==> src/rtl/t03_lsu_pkg.sv <==
// Shared types and decode constants for the load/store unit.
package t03_lsu_pkg;

  typedef enum logic [1:0] {
    IDLE = 2'd0,
    BUSY = 2'd1,
    DONE = 2'd2
  } lsu_state_t;

  localparam logic [6:0] OPC_LOAD  = 7'b0000011;
  localparam logic [6:0] OPC_STORE = 7'b0100011;

  localparam logic [2:0] F3_B  = 3'b000;
  localparam logic [2:0] F3_H  = 3'b001;
  localparam logic [2:0] F3_W  = 3'b010;
  localparam logic [2:0] F3_BU = 3'b100;
  localparam logic [2:0] F3_HU = 3'b101;

endpackage

==> src/rtl/t03_load_extend.sv <==
// Pulls the addressed byte/half out of a read word and sign- or zero-extends it.
module t03_load_extend
  import t03_lsu_pkg::*;
(
  input  logic [31:0] mem_rdata,
  input  logic [1:0]  off,
  input  logic [2:0]  funct3,
  output logic [31:0] data_ext
);

  logic [31:0] shifted;

  assign shifted = mem_rdata >> {off, 3'b000};

  always_comb begin
    data_ext = mem_rdata;
    case (funct3)
      F3_B:    data_ext = {{24{shifted[7]}}, shifted[7:0]};
      F3_H:    data_ext = {{16{shifted[15]}}, shifted[15:0]};
      F3_BU:   data_ext = {24'b0, shifted[7:0]};
      F3_HU:   data_ext = {16'b0, shifted[15:0]};
      default: data_ext = mem_rdata;
    endcase
  end

endmodule

==> src/rtl/t03_load_store_unit.sv <==
// Memory stage: decodes loads/stores, forms lane mask/data, runs the bus handshake.
//  state | meaning
//  IDLE  | waiting for a memory op; misaligned ops skip straight to DONE
//  BUSY  | request on the bus, waiting for ack or timeout
//  DONE  | one-cycle completion; freeze released so the core advances
module t03_load_store_unit
  import t03_lsu_pkg::*;
#(
  parameter int TIMEOUT_CYCLES = 255
) (
  input  logic        clk,
  input  logic        reset,
  input  logic [31:0] instruction,
  input  logic [31:0] result_ALU,
  input  logic [31:0] read_data2,
  input  logic        mem_ack,
  input  logic [31:0] mem_rdata,
  output logic        mem_read,
  output logic        mem_write,
  output logic [31:0] mem_addr,
  output logic [31:0] mem_wdata,
  output logic [3:0]  mem_sel,
  output logic [31:0] data_out,
  output logic        freeze,
  output logic        misaligned,
  output logic        bus_err
);

  localparam int CW = (TIMEOUT_CYCLES > 2) ? $clog2(TIMEOUT_CYCLES) : 1;
  localparam logic [CW-1:0] CNT_LAST = CW'(TIMEOUT_CYCLES - 1);

  lsu_state_t  state, state_nxt;
  logic [CW-1:0] counter, counter_nxt;
  logic [31:0] data_nxt, load_word, wdata_raw;
  logic [3:0]  sel_raw;
  logic        mis_nxt, err_nxt;
  logic [6:0]  opcode;
  logic [2:0]  funct3;
  logic [1:0]  off;
  logic        is_load, is_store, memop, misal, busy;
  logic        unused_bits;

  assign opcode   = instruction[6:0];
  assign funct3   = instruction[14:12];
  assign off      = result_ALU[1:0];
  assign is_load  = (opcode == OPC_LOAD) &&
                    (funct3 inside {F3_B, F3_H, F3_W, F3_BU, F3_HU});
  assign is_store = (opcode == OPC_STORE) && (funct3 inside {F3_B, F3_H, F3_W});
  assign memop    = is_load || is_store;
  assign misal    = ((funct3[1:0] == 2'b01) && off[0]) ||
                    ((funct3[1:0] == 2'b10) && (off != 2'b00));
  assign busy     = (state == BUSY);
  assign unused_bits = ^{instruction[31:15], instruction[11:7]};

  t03_load_extend u_extend (
    .mem_rdata (mem_rdata),
    .off       (off),
    .funct3    (funct3),
    .data_ext  (load_word)
  );

  // funct3[1:0] carries the access size for both loads and stores
  always_comb begin
    sel_raw   = 4'b1111;
    wdata_raw = read_data2;
    case (funct3[1:0])
      2'b00: begin
        sel_raw   = 4'b0001 << off;
        wdata_raw = {4{read_data2[7:0]}};
      end
      2'b01: begin
        sel_raw   = 4'b0011 << off;
        wdata_raw = {2{read_data2[15:0]}};
      end
      default: begin
        sel_raw   = 4'b1111;
        wdata_raw = read_data2;
      end
    endcase
  end

  assign mem_read  = busy && is_load;
  assign mem_write = busy && is_store;
  assign mem_sel   = busy ? sel_raw : 4'b0000;
  assign mem_addr  = {result_ALU[31:2], 2'b00};
  assign mem_wdata = wdata_raw;
  assign freeze    = memop && (state != DONE);

  always_ff @(posedge clk) begin
    if (reset) begin
      state      <= IDLE;
      counter    <= '0;
      data_out   <= '0;
      misaligned <= 1'b0;
      bus_err    <= 1'b0;
    end else begin
      state      <= state_nxt;
      counter    <= counter_nxt;
      data_out   <= data_nxt;
      misaligned <= mis_nxt;
      bus_err    <= err_nxt;
    end
  end

  always_comb begin
    state_nxt   = state;
    counter_nxt = counter;
    data_nxt    = data_out;
    mis_nxt     = 1'b0;
    err_nxt     = 1'b0;
    case (state)
      IDLE: begin
        if (memop) begin
          if (misal) begin
            state_nxt = DONE;
            mis_nxt   = 1'b1;
          end else begin
            state_nxt   = BUSY;
            counter_nxt = '0;
          end
        end
      end
      BUSY: begin
        // ack wins over a timeout landing on the same cycle
        if (mem_ack) begin
          state_nxt = DONE;
          if (is_load) data_nxt = load_word;
        end else if (counter == CNT_LAST) begin
          state_nxt = DONE;
          err_nxt   = 1'b1;
          if (is_load) data_nxt = '0;
        end else begin
          counter_nxt = counter + CW'(1);
        end
      end
      DONE:    state_nxt = IDLE;
      default: state_nxt = IDLE;
    endcase
  end

endmodule

==> config.mk <==
export PLATFORM = sky130hd
export DESIGN_NAME = t03_load_store_unit
export DESIGN_NICKNAME = d
export VERILOG_FILES = /design/src/rtl/t03_lsu_pkg.sv /design/src/rtl/t03_load_extend.sv /design/src/rtl/t03_load_store_unit.sv
export SDC_FILE = /design/constraint.sdc
export NUM_CORES = 1
export LEC_CHECK = 0
export ABC_AREA = 1
export BUFFER_PORTS_ARGS = -buffer_cell sky130_fd_sc_hd__buf_2
export CORE_MARGIN = 2
export CORE_UTILIZATION = 38
export CTS_CLUSTER_DIAMETER = 120
export DETAILED_ROUTE_END_ITERATION = 12
export PLACE_DENSITY = 0.75
export SYNTH_ARGS = -nofsm -noshare
export SYNTH_HDL_FRONTEND = slang
export SYNTH_SLANG_ARGS = --single-unit
==> constraint.sdc <==
create_clock -name clk -period 1.3 [get_ports clk]
set_input_delay 0.26 -clock clk [delete_from_list [all_inputs] [get_ports clk]]
set_output_delay 0.26 -clock clk [all_outputs]
set_load 0.01 [all_outputs]
=== After elaboration in Yosys (flattened, before gate mapping) ===
Index checks and enable logic that the tools add are counted.

* Bits in registers: 44
* Bits of input ports: 131
* Output and inout port bits: 105
* Word-level logic and storage cells: 70

* Add/subtract/negate cells: 1
* Equality and inequality tests: 16
* Shifts and indexed selects: 3
* Muxes and demuxes: 20
* Bitwise logic cells: 3
* Reductions and logical operators: 22

{| class="wikitable"
|+ Operators by type and width
! kind !! number
|-
| $mux 32 || 4
|-
| $pmux 32 s4 || 1
|-
| $pmux 32 s2 || 1
|-
| $mux 8 || 4
|-
| $shr 32x5->16 || 1
|-
| $pmux 8 s2 || 1
|-
| $ne 2x2->1 const B || 5
|-
| $add 8x1->8 const B || 1
|-
| $eq 8x8->1 const B || 1
|-
| $mux 2 || 4
|-
| $pmux 4 s2 || 1
|-
| $eq 7x2->1 const B || 1
|-
| $eq 7x6->1 const B || 1
|-
| $logic_and 1x1->1 || 7
|-
| $eq 3x3->1 const B || 2
|-
| $reduce_bool 2->1 || 3
|-
| $reduce_or 3->1 || 2
|-
| $reduce_and 5->1 || 1
|-
| $reduce_bool 5->1 || 1
|-
| $eq 2x1->1 const B || 2
|-
| $logic_not 2->1 || 2
|-
| $mux 4 || 1
|-
| $pmux 2 s2 || 1
|-
| $shl 1x2->4 const A || 1
|-
| other kinds (12) || 16
|}

=== Longest topological paths before layout ===
Gate-level depths: netlist of the first run.

* Depth in word-level cells: 6
* Depth in mapped cells: 11

=== By module ===
A second synthesis of the first run with hierarchy kept.

* Cells, all modules: 700
* Area, all modules: 4058.9 um2

{| class="wikitable"
|+ By module, submodules not included
! module !! times used !! cells an instance !! area each (um2) !! sequential area each (um2)
|-
| t03_load_store_unit || 1 || 490 || 3041.7 || 880.8
|-
| t03_load_extend || 1 || 210 || 1017.2 || 0.0
|}

=== Least setup slack after synthesis of the first run ===
Ideal clock, no wire load.

* Path type: register -> register
* Start: register counter[0]
* End: register data_out[27]
* Library setup time: 0.067 ns
* Arrival: 1.357 ns
* Data required time: 1.233 ns
* Setup slack: -0.125 ns
* Stages on the path, launching flop included: 10
* Clock period less this slack: 1.425 ns
* Path through: dfxtp_1 > inv_1 > ha_1 > nand2_1 > nand3b_1 > nand2_1 > nand2_2 > buf_2 > nand2_1 > a21oi_2

* Word-level cells in the longest chain between the ends: 3

{| class="wikitable"
|+ Ends and longest elaborated chain
! item !! line !! RTL
|-
| start, declared || t03_load_store_unit.sv:33 || <nowiki>logic [CW-1:0] counter, counter_nxt;</nowiki>
|-
| start signal, assigned || t03_load_store_unit.sv:98 || <nowiki>counter <= counter_nxt;</nowiki>
|-
| $eq 8x8->1 || t03_load_store_unit.sv:128 || <nowiki>end else if (counter == CNT_LAST) begin</nowiki>
|-
| $reduce_bool 2->1 (no line) || -- ||
|-
| $reduce_and 3->1 (no line) || -- ||
|-
| end signal, assigned || t03_load_store_unit.sv:99 || <nowiki>data_out <= data_nxt;</nowiki>
|-
| end, declared || t03_load_store_unit.sv:23 || <nowiki>output logic [31:0] data_out,</nowiki>
|}

No other way between the ends.
A chain may end at the register's enable or synchronous reset.

=== Worst setup path in the final report of the first run ===
* Start: register state[1]
* End: output mem_sel[2]

* Word-level cells in the longest chain between the ends: 2

{| class="wikitable"
|+ Ends and longest elaborated chain
! item !! line !! RTL
|-
| start, declared || t03_load_store_unit.sv:32 || <nowiki>lsu_state_t state, state_nxt;</nowiki>
|-
| start signal, assigned || t03_load_store_unit.sv:97 || <nowiki>state <= state_nxt;</nowiki>
|-
| $eq 2x1->1 || t03_load_store_unit.sv:52 || <nowiki>assign busy = (state == BUSY);</nowiki>
|-
| $mux 4 || t03_load_store_unit.sv:84 || <nowiki>assign mem_sel = busy ? sel_raw : 4'b0000;</nowiki>
|-
| end, declared || t03_load_store_unit.sv:22 || <nowiki>output logic [3:0] mem_sel,</nowiki>
|}

No other way between the ends.

==> flow_metrics.env, run 1 <==
export IMPL_outcome="finished, violations left"
export IMPL_violations="negative setup slack"
export IMPL_dp_hpwl_mm=9.50
export IMPL_drv_cap=0
export IMPL_synth_xor_area_share_pct=0.255
export IMPL_setup_slack_ns=-0.303
export IMPL_crit_fanout=7
export IMPL_fmax_ghz=0.624
export IMPL_areaGrowthSynthToFinish_pct=56.2
export IMPL_clock_latency_ns=0.32
export IMPL_routed_via_density=5.22
export IMPL_antenna_cells=0
export IMPL_finalPower_uw=3420
export IMPL_r2r_start="counter[0]"
export IMPL_antenna_found_initial=0
export IMPL_htreeDepth=2
export IMPL_tightest_slew_ns=0.648
export IMPL_met2_usage_pct=44.4
export IMPL_startpoint_type="flop"
export IMPL_first_pass_iters=7
export IMPL_muxShareOfSynthArea_pct=0
export IMPL_pwr_share_comb_pct=27.7
export IMPL_synth_simple_gate_area_share_pct=41.2
export IMPL_finalWorstPathRequiredPeriod_ns=1.60
export IMPL_final_net_count=872
export IMPL_num_rows=34
export IMPL_use_met1_pct=32.1
export IMPL_critPathRequiredTime_ns=1.04
export IMPL_hp_class="primary input to flop"
export IMPL_synthFlopType="dfxtp_1"
export IMPL_ff2ff_setup_slack_ns=-0.23
export IMPL_vias=4423
export IMPL_ios=236
export IMPL_post_route_util_pct=61.2
export IMPL_cts_buffers=5
export IMPL_core_area_sq_um=8760
export IMPL_vdd_ir_drop_max_mv=0.420
export IMPL_globalplace_congestion=0.957
export IMPL_slew_headroom_pct=56.7
export IMPL_fin_crit_sh_pct=123
export IMPL_final_layout_size_suffix_gt1_share_pct=53.9
export IMPL_initial_core_util_pct=39.2
export IMPL_grt_remaining_overflow=0
export IMPL_wl_mm=13.6
export IMPL_yosys_warnings=0
export IMPL_yosys_top_cells_area="dfxtp_1, nand2_1, buf_4"
export IMPL_rsz0062_at_grt="yes"
export IMPL_hold_violations=0
export IMPL_final_area_sq_um=5370
export IMPL_ant_nets=0
export IMPL_crit_arrival_ns=1.34
export IMPL_worstHoldStart="mem_rdata[7]"
export IMPL_synth_compound_area_share_pct=14.2
export IMPL_drcViolationCount=0
export IMPL_grt_max_degree=17
export IMPL_cts_root_buf="clkbuf_8"
export IMPL_finalMaxSlewViolations=0
export IMPL_nFillCells=761
export IMPL_p_sw_share_pct=31.8
export IMPL_clkTransAtPathRegs_ns=0.10
export IMPL_cts_tree="built"
export IMPL_io_buffers=151
export IMPL_startpoint="state[1]"
export IMPL_fp_dieW_um=99.1
export IMPL_die_h_um=99.1
export IMPL_drt_iter0_drc=266
export IMPL_netlist_area_sq_um=3440
export IMPL_finalSetupViolCount=50
export IMPL_clockPowerShare_pct=32.8
export IMPL_met3_usage_pct=6.24
export IMPL_postSynth_asyncResetShare_pct=0
export IMPL_power_density_nw_per_um2=637
export IMPL_synth_top_family_by_area="simple AND/OR/NAND/NOR gates"
export IMPL_synth_cells=560
export IMPL_p_leak_uw=0.00262
export IMPL_avgSynthCellArea_sq_um=6.14
export IMPL_grt_pass1_vias=4332
export IMPL_clock_skew_final_ns=0.0168
export IMPL_tns_ns=-9.32
export IMPL_wl_per_cell_um=16.1
export IMPL_die_area_sq_um=9820
export IMPL_grt_pass1_wl_mm=20.9
export IMPL_synth_edf_count=0
export IMPL_synth_top_area_share_pct=25.6
export IMPL_ys_seq_elements=44
export IMPL_internal_power_uw=2330
export IMPL_synth_cell_types=33
export IMPL_clk_path_buf_depth=2
export IMPL_whs_ns=0.351
export IMPL_placed_area_sq_um=4410
export IMPL_p_switching_uw=1090
export IMPL_synthAdderAreaFrac_pct=0.728
export IMPL_crit_type="flop to output port"
export IMPL_grt_usage_pct=26.0
export IMPL_yosys_area_top_type="dfxtp_1"
export IMPL_yosysSeqAreaShare_pct=25.6
export IMPL_critPathCaptureType="output port"
export IMPL_cts_sinks=44
export IMPL_grt_most_used_layer="met2"
export IMPL_seq_power_share_pct=39.5
flip-flops by register name (all words and copies together) (netlist names):
signal      cells
misaligned      1
state           2
bus_err         1
counter         8
data_out       32
Yosys cell counts (all sizes together) (2+ instances only):
master,instances
a21oi,41
buf,56
clkbuf,9
dfxtp,44
ha,2
inv,42
nand2,181
nand3,54
nor2,65
o2111ai,2
o211ai,8
o21ai,36
o21bai,2
or2,12
stage by stage:
step           cells  setup WS [ns]
3_5_place_dp     822         -0.270
6_report         848         -0.303
3_3_place_gp     822         -0.244
2_1_floorplan    561        -0.0297
4_1_cts          845         -0.244
5_1_grt          848         -0.337
layout make-up:
cell class,count,area (sq um),share of cell area (%)
clock buffer,5,68.8,1.28
clock inverter,3,47.5,0.886
inverter,42,198,3.68
multi-input combinational,412,2500,46.6
sequential,44,888,16.6
tap,108,135,2.52
timing repair buffer,234,1530,28.5
worst max-delay path, stage by stage (launching register included):
cell and delay, ns:
dfxtp_4 0.38, nor2_4 0.17, inv_2 0.07, buf_6 0.15
a21oi_2 0.10, buf_2 0.15
per-layer routing:
layer | up-vias | routed length, um
li1 | 2108 | -
met1 | 2061 | 5430
met2 | 205 | 6540
met3 | 49 | 1250
met4 | 0 | 428
met5 | - | 0
layout by cell type, fill, tap and decap left out, types with 5 or more instances in the layout:
master / count
buf_4: 65
o211ai_1: 8
o21ai_2: 9
buf_2: 148
buf_6: 12
dfxtp_1: 40
inv_2: 5
nand2_2: 20
nor2_1: 40
nor2_2: 15
nand3_1: 38
nand3_2: 15
clkbuf_8: 5
or2_2: 12
nand2_1: 134
nand2_4: 27
buf_12: 6
o21ai_0: 19
inv_1: 31
a21oi_1: 15
o21ai_1: 7
a21oi_2: 26
nor2_4: 9
worst paths after layout:
kind / to / depth (start not counted)
max: mem_sel[2] / 5
min: data_out[7] / 5
max reg2reg: data_out[2] / 10
min reg2reg: data_out[27] / 2
cell families (layout without fill, tap and decap cells):
family	after synthesis	in the layout
buffers and inverters	107	284
xor gates and xnor gates	1	1
AOI/OAI and AO/OA	90	90
and+or+nand+nor	315	317
adders and majority gates	2	2
other	1	2
DFF	44	44
power by group through the flow:
stage / Clock, uW / Sequential, uW / Combinational (uW)
detailed placement: 0 / 1380 / 806
floorplan: 0 / 1380 / 533
CTS: 1120 / 1350 / 892
global placement: 0 / 1380 / 791
finish: 1120 / 1350 / 948
global route: 1170 / 1350 / 1030
timing repair:
item,in CTS,in global routing
resized for setup,131,79
gates cloned,4,0
hold buffers,0,0
endpoints found under the hold margin,0,0
buffers inserted,12,5
endpoints found under the setup margin,73,68
pin swaps,52,24
Power figures use the tool's default switching activity.
==> inputs of run 2 (changes only) <==
- SKIP_CTS_REPAIR_TIMING: unset -> 1
==> flow_metrics.env, run 2 (synthesis results as in run 1) <==
export IMPL_outcome="finished, violations left"
export IMPL_violations="negative setup slack"
export IMPL_grt_usage_pct=23.4
export IMPL_crit_arrival_ns=1.32
export IMPL_reg_top3="data_out x32, counter x8, state x2"
export IMPL_top_register="data_out"
export IMPL_final_net_count=865
export IMPL_crit_fanout=5
export IMPL_clkTransAtPathRegs_ns=0.10
export IMPL_final_cell_mix="nand2_1, buf_2, buf_4, nor2_1, dfxtp_1"
export IMPL_nFillCells=819
export IMPL_r2r_start="counter[0]"
export IMPL_vdd_ir_drop_max_mv=0.382
export IMPL_clock_skew_final_ns=0.0143
export IMPL_hp_class="primary input to flop"
export IMPL_initial_core_util_pct=39.2
export IMPL_finalSetupViolCount=50
export IMPL_multi_input_area_sq_um=2190
export IMPL_grt_max_degree=18
export IMPL_fp_dieW_um=99.1
export IMPL_tightest_slew_ns=0.527
export IMPL_globalplace_congestion=0.957
export IMPL_clk_path_buf_depth=2
export IMPL_wl_mm=12.6
export IMPL_startpoint_type="flop"
export IMPL_r2r_cells=9
export IMPL_dp_hpwl_mm=9.50
export IMPL_dp_cells=822
export IMPL_min_path_cells=2
export IMPL_cts_buffers=5
export IMPL_power_density_nw_per_um2=678
export IMPL_drt_iter0_drc=209
export IMPL_cts_root_buf="clkbuf_8"
export IMPL_ant_nets=0
export IMPL_worstHoldStart="reset"
export IMPL_setup_slack_ns=-0.282
export IMPL_slew_headroom_pct=64.8
export IMPL_layout_commonest_cell="nand2_1"
export IMPL_antenna_found_initial=1
export IMPL_fmax_ghz=0.632
export IMPL_critPathRequiredTime_ns=1.04
export IMPL_finalWorstPathRequiredPeriod_ns=1.58
export IMPL_cts_tree="built"
export IMPL_grt_remaining_overflow=0
export IMPL_areaGrowthSynthToFinish_pct=44.7
export IMPL_drv_cap=0
export IMPL_io_buffers=151
export IMPL_ios=236
export IMPL_critPathCaptureType="output port"
export IMPL_layout_cells_non_filler=842
export IMPL_place_ws_ns=-0.270
export IMPL_hold_violations=0
export IMPL_first_pass_iters=5
export IMPL_grt_pass1_vias=3964
export IMPL_fin_crit_sh_pct=122
export IMPL_startpoint="state[1]"
export IMPL_routed_via_density=5.17
export IMPL_clock_latency_ns=0.31
export IMPL_drcViolationCount=0
export IMPL_largest_reg_flops=32
export IMPL_num_rows=34
export IMPL_p_leak_uw=0.00250
export IMPL_final_layout_size_suffix_gt1_share_pct=46.4
export IMPL_die_area_sq_um=9820
export IMPL_htreeDepth=2
export IMPL_finalMaxSlewViolations=0
export IMPL_core_area_sq_um=8760
export IMPL_grt_pass1_wl_mm=18.8
export IMPL_rsz0062_at_grt="yes"
export IMPL_seq_area_sq_um=885
export IMPL_vias=4349
export IMPL_wl_per_cell_um=14.9
export IMPL_crit_type="flop to output port"
export IMPL_cts_sinks=44
export IMPL_die_h_um=99.1
-- run 2: path summary, 6_finish.rpt --
check | end | slack (ns)
hold reg to reg | data_out[16] | 0.47
setup reg to reg | data_out[31] | -0.24
setup / recovery | mem_sel[2] | -0.28
hold / removal | bus_err | 0.26
-- run 2: final cells by class --
type / count / area share [%]
clock buffers: 5 / 1.38
well taps: 108 / 2.72
diodes: 1 / 0.0503
flip-flops and latches: 44 / 17.8
multi-input cells: 410 / 44.1
clock inverters: 3 / 0.956
inverters: 42 / 3.73
repair buffers: 229 / 29.2
-- run 2: critical path, cell delays in order, from the launching register on --
cell,delay (ns)
dfxtp_1,0.39
nor2_4,0.15
inv_2,0.07
buf_8,0.14
a21oi_2,0.10
buf_2,0.15
-- run 2: where the power goes --
group          internal [uW]  switching (uW)
clock                    579             528
combinational            392             520
sequential              1350            1.61
total                   2320            1050
-- run 2: through the flow --
step	utilization [%]	hold WS, ns	instance area [sq um]	total power [uW]	TNS [ns]
2_1_floorplan	-	0.460	3470	1920	-0.133
3_3_place_gp	50.3	0.447	4410	2170	-11.24
3_5_place_dp	50.3	0.459	4410	2190	-12.40
4_1_cts	51.7	0.322	4530	3280	-12.55
5_1_grt	56.7	0.249	4970	3520	-12.66
6_report	56.7	0.255	4970	3370	-8.81
-- run 2: per-layer routing --
metal  GRT usage, %  vias to the layer above  wire [um]
li1               -                     2094          -
met1           29.6                     2014       5110
met2           39.5                      203       5920
met3           5.89                       38       1230
met4           6.64                        0        329
met5              0                        -          0
